`config.mk`:
```
export PLATFORM = sky130hd
export DESIGN_NAME = mmio_uart_tx_flat
export DESIGN_NICKNAME = d
export VERILOG_FILES = /design/src/rtl/mmio_uart_tx_if.sv /design/src/rtl/mmio_uart_tx.sv /design/src/flat_wrapper.sv
export SDC_FILE = /design/constraint.sdc
export NUM_CORES = 1
export LEC_CHECK = 0
export ABC_AREA = 1
export CAP_MARGIN = 20
export CORE_UTILIZATION = 50
export DETAILED_ROUTE_END_ITERATION = 7
export GPL_TIMING_DRIVEN = 1
export PLACE_DENSITY_LB_ADDON = 0.15
export SYNTH_ARGS = -nofsm -noshare
export SYNTH_HDL_FRONTEND = slang
export SYNTH_SLANG_ARGS = --single-unit
```
`constraint.sdc`:
```
create_clock -name clk -period 3.45 [get_ports clk]
set_clock_uncertainty 0.15 [all_clocks]
set_input_delay 0.69 -clock clk [delete_from_list [all_inputs] [get_ports clk]]
set_output_delay 0.69 -clock clk [all_outputs]
set_load 0.01 [all_outputs]
```
`src/rtl/mmio_uart_tx_if.sv`:
```
// Memory-stage bus seen by the MMIO UART transmitter: store strobe, address,
// store data, and the block's read data / window-hit indication back to the core.
interface mmio_uart_tx_if;
    logic        MemWrite;
    logic [31:0] ALUResult;
    logic [31:0] WriteData;
    logic [31:0] ReadData;
    logic        sel;

    modport master (
        output MemWrite,
        output ALUResult,
        output WriteData,
        input  ReadData,
        input  sel
    );

    modport slave (
        input  MemWrite,
        input  ALUResult,
        input  WriteData,
        output ReadData,
        output sel
    );
endinterface

```
`src/rtl/mmio_uart_tx.sv`:
```
// MMIO UART transmitter: TXDATA/STATUS register window feeding a TX FIFO and an
// 8N1 serialiser. Define UART_TX_PARITY_EN to add an even-parity bit (8E1 frame).
module mmio_uart_tx #(
    parameter logic [31:0] BASE_ADDR    = 32'h0000_1000,
    parameter int          CLKS_PER_BIT = 16,
    parameter int          FIFO_DEPTH   = 8
) (
    input  logic           clk,
    input  logic           reset,
    mmio_uart_tx_if.slave  bus,
    output logic           tx
);

    localparam int PW = $clog2(FIFO_DEPTH);
    localparam int CW = PW + 1;
    localparam int BW = $clog2(CLKS_PER_BIT);

    typedef enum logic [2:0] {
        ST_IDLE   = 3'd0,
        ST_START  = 3'd1,
        ST_DATA   = 3'd2,
`ifdef UART_TX_PARITY_EN
        ST_PARITY = 3'd3,
`endif
        ST_STOP   = 3'd4
    } state_t;

    function automatic logic even_parity(input logic [7:0] d);
        return ^d;
    endfunction

    logic           wr_data_s;
    logic           wr_stat_s;
    logic           full_s;
    logic           empty_s;
    logic           push_s;
    logic           pop_s;
    logic           busy_s;
    logic           last_s;
    logic [7:0]     cnt8_s;
    logic [31:0]    status_s;
    logic           unused_s;

    logic [7:0]     mem_r [FIFO_DEPTH];
    logic [PW-1:0]  wr_ptr_r;
    logic [PW-1:0]  rd_ptr_r;
    logic [CW-1:0]  count_r;
    logic           ovf_r;

    state_t         state_r;
    state_t         state_n;
    logic [BW-1:0]  baud_r;
    logic [BW-1:0]  baud_n;
    logic [2:0]     bit_r;
    logic [2:0]     bit_n;
    logic [7:0]     shift_r;
    logic [7:0]     shift_n;
    logic           tx_r;
    logic           tx_n;

    assign bus.sel   = (bus.ALUResult[31:3] == BASE_ADDR[31:3]);
    assign wr_data_s = bus.MemWrite & bus.sel & ~bus.ALUResult[2];
    assign wr_stat_s = bus.MemWrite & bus.sel &  bus.ALUResult[2];
    assign full_s    = (count_r == CW'(FIFO_DEPTH));
    assign empty_s   = (count_r == CW'(0));
    // Full is judged on registered state, so a same-cycle pop never rescues a push.
    assign push_s    = wr_data_s & ~full_s;
    assign busy_s    = (state_r != ST_IDLE);
    assign last_s    = (baud_r == BW'(CLKS_PER_BIT - 1));
    assign cnt8_s    = 8'(count_r);
    assign status_s  = {16'h0000, cnt8_s, 4'h0, ovf_r, busy_s, empty_s, full_s};
    assign unused_s  = &{1'b0, bus.WriteData[31:8], bus.ALUResult[1:0]};
    assign tx        = tx_r;

    // Register read mux: only STATUS returns data, everything else reads as zero.
    always_comb begin
        bus.ReadData = 32'h0000_0000;
        if (bus.sel && bus.ALUResult[2]) begin
            bus.ReadData = status_s;
        end else begin
            bus.ReadData = 32'h0000_0000;
        end
    end

    // FIFO storage; contents need no reset because count gates every read.
    always_ff @(posedge clk) begin
        if (push_s) begin
            mem_r[wr_ptr_r] <= bus.WriteData[7:0];
        end
    end

    // FIFO pointers, occupancy and the sticky overflow flag.
    always_ff @(posedge clk) begin
        if (!reset) begin
            wr_ptr_r <= '0;
            rd_ptr_r <= '0;
            count_r  <= '0;
            ovf_r    <= 1'b0;
        end else begin
            if (push_s) begin
                wr_ptr_r <= wr_ptr_r + PW'(1);
            end
            if (pop_s) begin
                rd_ptr_r <= rd_ptr_r + PW'(1);
            end
            case ({push_s, pop_s})
                2'b10:   count_r <= count_r + CW'(1);
                2'b01:   count_r <= count_r - CW'(1);
                default: count_r <= count_r;
            endcase
            if (wr_data_s && full_s) begin
                ovf_r <= 1'b1;
            end else if (wr_stat_s && bus.WriteData[3]) begin
                ovf_r <= 1'b0;
            end
        end
    end

    // Serialiser state register; tx is registered from the next-state decode.
    always_ff @(posedge clk) begin
        if (!reset) begin
            state_r <= ST_IDLE;
            baud_r  <= '0;
            bit_r   <= 3'd0;
            shift_r <= 8'h00;
            tx_r    <= 1'b1;
        end else begin
            state_r <= state_n;
            baud_r  <= baud_n;
            bit_r   <= bit_n;
            shift_r <= shift_n;
            tx_r    <= tx_n;
        end
    end

    // Next-state, baud/bit counting and FIFO pop decisions.
    always_comb begin
        state_n = state_r;
        baud_n  = baud_r;
        bit_n   = bit_r;
        shift_n = shift_r;
        pop_s   = 1'b0;
        case (state_r)
            ST_IDLE: begin
                baud_n = '0;
                bit_n  = 3'd0;
                if (!empty_s) begin
                    pop_s   = 1'b1;
                    shift_n = mem_r[rd_ptr_r];
                    state_n = ST_START;
                end else begin
                    state_n = ST_IDLE;
                end
            end
            ST_START: begin
                if (last_s) begin
                    baud_n  = '0;
                    bit_n   = 3'd0;
                    state_n = ST_DATA;
                end else begin
                    baud_n = baud_r + BW'(1);
                end
            end
            ST_DATA: begin
                if (last_s) begin
                    baud_n = '0;
                    if (bit_r == 3'd7) begin
                        bit_n = 3'd0;
`ifdef UART_TX_PARITY_EN
                        state_n = ST_PARITY;
`else
                        state_n = ST_STOP;
`endif
                    end else begin
                        bit_n = bit_r + 3'd1;
                    end
                end else begin
                    baud_n = baud_r + BW'(1);
                end
            end
`ifdef UART_TX_PARITY_EN
            ST_PARITY: begin
                if (last_s) begin
                    baud_n  = '0;
                    state_n = ST_STOP;
                end else begin
                    baud_n = baud_r + BW'(1);
                end
            end
`endif
            ST_STOP: begin
                if (last_s) begin
                    baud_n = '0;
                    bit_n  = 3'd0;
                    // Chain straight into the next start bit so frames stay contiguous.
                    if (!empty_s) begin
                        pop_s   = 1'b1;
                        shift_n = mem_r[rd_ptr_r];
                        state_n = ST_START;
                    end else begin
                        state_n = ST_IDLE;
                    end
                end else begin
                    baud_n = baud_r + BW'(1);
                end
            end
            default: begin
                state_n = ST_IDLE;
                baud_n  = '0;
                bit_n   = 3'd0;
            end
        endcase
    end

    // Line level for the state being entered.
    always_comb begin
        tx_n = 1'b1;
        case (state_n)
            ST_IDLE:   tx_n = 1'b1;
            ST_START:  tx_n = 1'b0;
            ST_DATA:   tx_n = shift_n[bit_n];
`ifdef UART_TX_PARITY_EN
            ST_PARITY: tx_n = even_parity(shift_n);
`endif
            ST_STOP:   tx_n = 1'b1;
            default:   tx_n = 1'b1;
        endcase
    end

endmodule

```
`src/flat_wrapper.sv`:
```
// flat-port wrapper written by rule: the top's interface ports become plain ports
module mmio_uart_tx_flat 
#(
    parameter logic [31:0] BASE_ADDR    = 32'h0000_1000,
    parameter int          CLKS_PER_BIT = 16,
    parameter int          FIFO_DEPTH   = 8
)
  (clk, reset, tx, bus_MemWrite, bus_ALUResult, bus_WriteData, bus_ReadData, bus_sel);
  mmio_uart_tx_if bus_i ();
  input  logic clk;
  input  logic reset;
  output logic tx;
  input wire logic [$bits(bus_i.MemWrite)-1:0] bus_MemWrite;
  input wire logic [$bits(bus_i.ALUResult)-1:0] bus_ALUResult;
  input wire logic [$bits(bus_i.WriteData)-1:0] bus_WriteData;
  output wire logic [$bits(bus_i.ReadData)-1:0] bus_ReadData;
  output wire logic [$bits(bus_i.sel)-1:0] bus_sel;
  assign bus_i.MemWrite = bus_MemWrite;
  assign bus_i.ALUResult = bus_ALUResult;
  assign bus_i.WriteData = bus_WriteData;
  assign bus_ReadData = bus_i.ReadData;
  assign bus_sel = bus_i.sel;
  mmio_uart_tx #(.BASE_ADDR(BASE_ADDR), .CLKS_PER_BIT(CLKS_PER_BIT), .FIFO_DEPTH(FIFO_DEPTH)) u_core (.clk(clk), .reset(reset), .bus(bus_i), .tx(tx));
endmodule
```
==> results of run 1 <==
==> critical path: cells and delay by family <==
family                 cells  cell delay, ns
buffers and inverters      3            1.03
and+or+nand+nor            3            0.76
==> sequential cells by signal, summed over array words and instances (netlist names), 3 cells and up, named ones only <==
register / flops
u_core.mem_r: 64
u_core.shift_r: 8
u_core.baud_r: 4
u_core.count_r: 4
u_core.bit_r: 3
u_core.rd_ptr_r: 3
u_core.state_r: 3
u_core.wr_ptr_r: 3
==> per-stage QoR <==
stage,TNS [ns],power (W),instance area [µm²]
finish,0,0.00322,5300
global route,0,0.00344,5300
CTS,0,0.00323,5270
detailed placement,-0.411,0.00250,5080
global placement,-0.334,0.00247,5080
floorplan,0,0.00227,4600
==> path summary, 6_finish.rpt <==
| kind | start | to | slack, ns |
|---|---|---|---|
| worst max register to register | u_core.baud_r[0] | u_core.count_r[2] | 0.82 |
| worst min register to register | u_core.baud_r[0] | u_core.baud_r[0] | 0.30 |
| worst max-delay path | bus_ALUResult[14] | bus_sel | 0.13 |
| worst min-delay path | u_core.baud_r[0] | u_core.baud_r[0] | 0.30 |
==> cells in the final DEF (no fill, tap or decap), types with 2 or more instances in the layout <==
cell type          n
nand2_1          118
edfxtp_1          64
nand3_1           59
nor2_1            47
inv_1             44
clkdlybuf4s50_1   42
dfxtp_1           33
conb_1            24
a21oi_1           17
o21ai_0           16
buf_4             14
nor3_1            11
clkbuf_8          10
ha_1               8
nand2_2            5
dlygate4sd2_1      5
or2_1              4
dlymetal6s2s_1     3
nor2_4             2
nand3b_1           2
nand4_1            2
inv_2              2
o211ai_1           2
xnor2_1            2
xor2_1             2
clkbuf_1           2
==> metal layers <==
layer / track usage (%) / vias to the layer above / part of all wire, %
li1: - / 1699 / -
met1: 25.7 / 1582 / 44
met2: 34.6 / 67 / 51
met3: 4.05 / 13 / 3.9
met4: 5.40 / 0 / 1.4
met5: 0 / - / 0
==> kinds of logic after synthesis <==
family / after synthesis / synth area share, %
flops: 97 / 57.3
buf+inv: 85 / 9.46
compound gates: 40 / 4.74
other cells: 1 / 0.0832
simple gates: 257 / 25.4
xor+xnor: 4 / 0.777
fa+ha+maj: 8 / 2.22
==> power groups by stage <==
stage	clock network, W	registers (W)	logic, W
after detailed placement	0	0.00143	0.00107
after global routing	0.000801	0.00142	0.00123
after CTS	0.000754	0.00140	0.00108
final	0.000740	0.00140	0.00107
after floorplan	0	0.00140	0.000866
after global placement	0	0.00142	0.00104
==> area by class of cell <==
type	instances	share of cell area, %
sequential	97	48.7
clock inverter	4	0.992
inverter	46	3.26
timing repair buffer	64	11.5
multi-input combinational	333	30.3
clock buffer	12	2.74
tap	108	2.55
==> timing repair <==
item,in CTS,in global routing
setup buffers,0,0
pin swaps,2,3
endpoints found under the setup margin,8,3
resized for setup,5,6
endpoints found under the hold margin,0,0
==> results.json, run 1 <==
{
  "min_period_over_period_pct": 96.2,
  "clockBufferDepth": 2,
  "synth-seq-cells": 97,
  "drt_iter0_drc": 147,
  "synth-async-reset-ratio_pct": 0,
  "slew_violations": 0,
  "min_period_ns": 3.32,
  "die_w_um": 97.0,
  "ant_nets": 0,
  "seqPwrFrac_pct": 43.6,
  "diodes": 0,
  "synth.distinct_cells": 34,
  "drc_errors": 0,
  "fmax_mhz": 301,
  "rsz0062_at_grt": "false",
  "critical_path_arrival_ns": 2.48,
  "cap_viol_max_count": 0,
  "hold_violations": 0,
  "worstPathRequired_ns": 2.61,
  "synthesis.area_um2": 4510,
  "initial_core_util_pct": 51.7,
  "multiInputGateArea_um2": 1600,
  "synth_top_area_share_pct": 42.6,
  "dp_slack_ns": -0.123,
  "place_congestion": 0.734,
  "grt_util_all_layers_pct": 20.1,
  "intPower_w": 0.00206,
  "core_um2": 8720,
  "avgSynthCellArea_um2": 9.17,
  "grt_pass1_vias": 3142,
  "synth_ff_type": "edfxtp_1",
  "instances_no_fill": 664,
  "powerDensity_nw_per_um2": 607,
  "rr_worst_depth": 14,
  "cp-start-kind": "input port",
  "min_path_type": "register to register",
  "synthCells": 492,
  "synth_commonest_cells": "nand2_1, edfxtp_1, nand3_1",
  "yosys.area.top_type": "edfxtp_1",
  "critPathKind": "input port to primary output",
  "power_frac_clock_pct": 23.0,
  "dieHeight_um": 97.0,
  "ys_seq_area_share_pct": 57.3,
  "crit_path_end_kind": "primary output",
  "drive_gt1_share_pct": 8.09,
  "num-nets-final": 626,
  "cp_cell_sequence": "clkdlybuf4s50_1 > or2_1 > nor4_4 > and2_4 > buf_4 > clkdlybuf4s50_1",
  "vias": 3361,
  "slowest_delay_ns": 0.53,
  "grt_max_degree": 35,
  "drt_wl_total_um": 9130,
  "synth.area.top_cells": "edfxtp_1, dfxtp_1, nand2_1",
  "slowest_stage": "clkdlybuf4s50_1",
  "setup_violations": 0,
  "fin_ws_ns": 0.131,
  "path_clk_slew_ns": 0.09,
  "clock_latency_ns": 0.35,
  "netSwitchingPower_w": 0.00116,
  "cts_sinks": 97,
  "vias_per_cell": 5.06,
  "dp_cells": 648,
  "dr.pass1.iters": 5,
  "leakage_nw": 2.22,
  "hold_buffers": 0,
  "netSwitchingFraction_pct": 35.9,
  "synth_edf_count": 64,
  "port_buffers": 50,
  "worst_pin_slew_ns": 0.923,
  "dieArea_um2": 9400,
  "cts_max_level": 3,
  "comb_power_share_pct": 33.4,
  "final_util_pct": 60.7,
  "hold-path-cell-count": 1,
  "post-dp-hpwl_um": 6280,
  "num_rows": 34,
  "maxSlewHeadroom_pct": 38.4,
  "crit_top_cell": "clkdlybuf4s50_1",
  "antenna_found_initial": 0,
  "drt-wirelength-per-cell_um": 13.7,
  "worst_hold_slack_ns": 0.303,
  "yosysWarningCount": 0,
  "ioPinCount": 101,
  "cts_tree": "done",
  "clk_root_buffer_cell": "clkbuf_8",
  "numCtsBuffers": 9,
  "worstPathMaxFanout": 2,
  "area.sequential_um2": 2580,
  "synth.most_common_cell": "nand2_1",
  "ir_drop_v": 0.000376,
  "fillers": 772,
  "grt_overflow_total": 0,
  "status": "finished, final reports clean",
  "grt_pass1_wl_um": 14800,
  "area_growth_pct": 17.5
}
No activity file was read; power rests on OpenSTA's default activity.
==> inputs of run 2 (changes only) <==
- CORE_UTILIZATION: 50 -> 45
==> run 2 against run 1 <==
Effect of this change: sequential cell count is the same; cell count is 4.2% higher; critical path depth rose by 1; combinational power rose by 6%; sequential power is essentially flat; utilization is 5.7 points lower; die area rose by 11%; routed wire length is 0.90% higher; clock power rose by 6.9%; critical endpoint unchanged; largest cell class unchanged; highest routed layer unchanged.
==> results.json, run 2 (same netlist as run 1, synthesis figures left out) <==
{
  "worst_hold_startpoint": "u_core.baud_r[0]",
  "dieArea_um2": 10400,
  "clockBufferDepth": 2,
  "critical_path_arrival_ns": 2.47,
  "post-dp-hpwl_um": 6130,
  "grt_max_degree": 35,
  "cts.repair.resized": 10,
  "slowest_stage": "clkdlybuf4s50_1",
  "grt_overflow_total": 0,
  "cp_cell_sequence": "clkdlybuf4s50_1 > nor2_1 > nand3_1 > nor4_4 > and2_4 > buf_4 > clkdlybuf4s50_1",
  "diodes": 0,
  "antenna_found_initial": 0,
  "path_clk_slew_ns": 0.10,
  "fillers": 896,
  "worst_pin_slew_ns": 1.02,
  "cts_max_level": 3,
  "postCtsSetupBuffers": 0,
  "initial_core_util_pct": 46.3,
  "ant_nets": 0,
  "vias_per_cell": 4.85,
  "grt_pass1_wl_um": 14100,
  "maxSlewHeadroom_pct": 31.9,
  "ioPinCount": 101,
  "critPathKind": "input port to primary output",
  "ir_drop_v": 0.000343,
  "grt_pass1_vias": 3068,
  "dieHeight_um": 102,
  "hold-path-cell-count": 1,
  "numCtsBuffers": 9,
  "reg2reg_to": "u_core.count_r[2]",
  "area_growth_pct": 18.7,
  "worst_hold_slack_ns": 0.301,
  "min_path_type": "register to register",
  "r2r_slack_ns": 0.86,
  "reg2reg_from": "u_core.baud_r[0]",
  "drt-wirelength-per-cell_um": 13.3,
  "slowest_delay_ns": 0.54,
  "cp-start-kind": "input port",
  "crit_top_cell": "clkdlybuf4s50_1",
  "cts_sinks": 97,
  "clk_root_buffer_cell": "clkbuf_8",
  "cap_viol_max_count": 0,
  "dr.pass1.iters": 4,
  "fmax_mhz": 302,
  "drc_errors": 0,
  "regMostFlops": "u_core.mem_r",
  "hold_violations": 0,
  "worstPathMaxFanout": 2,
  "largest_reg_flops": 64,
  "layout_commonest_cell": "nand2_1",
  "final_cell_mix": "nand2_1, edfxtp_1, nand3_1",
  "num-nets-final": 629,
  "clock_latency_ns": 0.36,
  "num_rows": 36,
  "min_period_ns": 3.31,
  "powerDensity_nw_per_um2": 617,
  "dp_slack_ns": -0.183,
  "min_period_over_period_pct": 96.0,
  "crit_path_end_kind": "primary output",
  "drive_gt1_share_pct": 8.94,
  "leakage_nw": 2.20,
  "vias": 3356,
  "place_congestion": 0.766,
  "core_um2": 9730,
  "setup_violations": 0,
  "fin_ws_ns": 0.137,
  "hold_buffers": 0,
  "grt_util_all_layers_pct": 18.1,
  "drt_iter0_drc": 122,
  "die_w_um": 102,
  "status": "finished, final reports clean",
  "top_regs": "u_core.mem_r x64, u_core.shift_r x8",
  "drt_wl_total_um": 9210,
  "worstPathRequired_ns": 2.61,
  "slew_violations": 0,
  "whs_endpoint": "u_core.baud_r[0]",
  "rsz0062_at_grt": "false",
  "port_buffers": 50,
  "rr_worst_depth": 14,
  "cts_tree": "done",
  "startpoint": "bus_ALUResult[8]"
}
run 2: area by class of cell:
type	count	area, µm²	area share (%)
Sequential cell	97	2580	48.2
Multi-Input combinational cell	333	1600	29.8
Timing Repair Buffer	67	618	11.5
Inverter	46	173	3.23
Tap cell	133	166	3.11
Clock buffer	10	138	2.57
Clock inverter	6	78.8	1.47
run 2: worst max-delay path, delay by kind of cell:
kind          cells  cell delay (ns)
simple gates      4             0.73
buf+inv           3             1.04
run 2: power by group:
part           internal [W]  leakage (nW)  switching [W]  total [W]
combinational      0.000390          1.24       0.000736    0.00113
sequential          0.00134         0.845      0.0000507    0.00139
clock              0.000373         0.112       0.000418   0.000791
total               0.00210          2.20        0.00120    0.00330
run 2: how the worst max path moves through the flow:
stage,to,cells past startpoint
detailed placement,bus_ReadData[0],7
floorplan,u_core.count_r[2],14
global route,bus_sel,7
finish,bus_sel,7
CTS,bus_sel,7
global placement,bus_ReadData[0],7
run 2: per-layer routing:
metal  up-vias  share of wire [%]  global-route usage, %
li1       1698                  -                      -
met1      1547                 43                   22.1
met2        92                 49                   30.4
met3        19                5.6                   3.83
met4         0                2.2                   9.23
met5         -                  0                      0
run 2: metrics by stage:
step                setup TNS (ns)  cell area (µm²)  power, W  instances  utilization (%)
floorplan                        0             4600   0.00227        515                -
global placement            -0.590             5140   0.00250        676             52.8
detailed placement          -0.872             5140   0.00253        676             52.8
CTS                              0             5350   0.00332        692             55.0
global route                     0             5350   0.00351        692             55.0
finish                           0             5350   0.00330        692             55.0
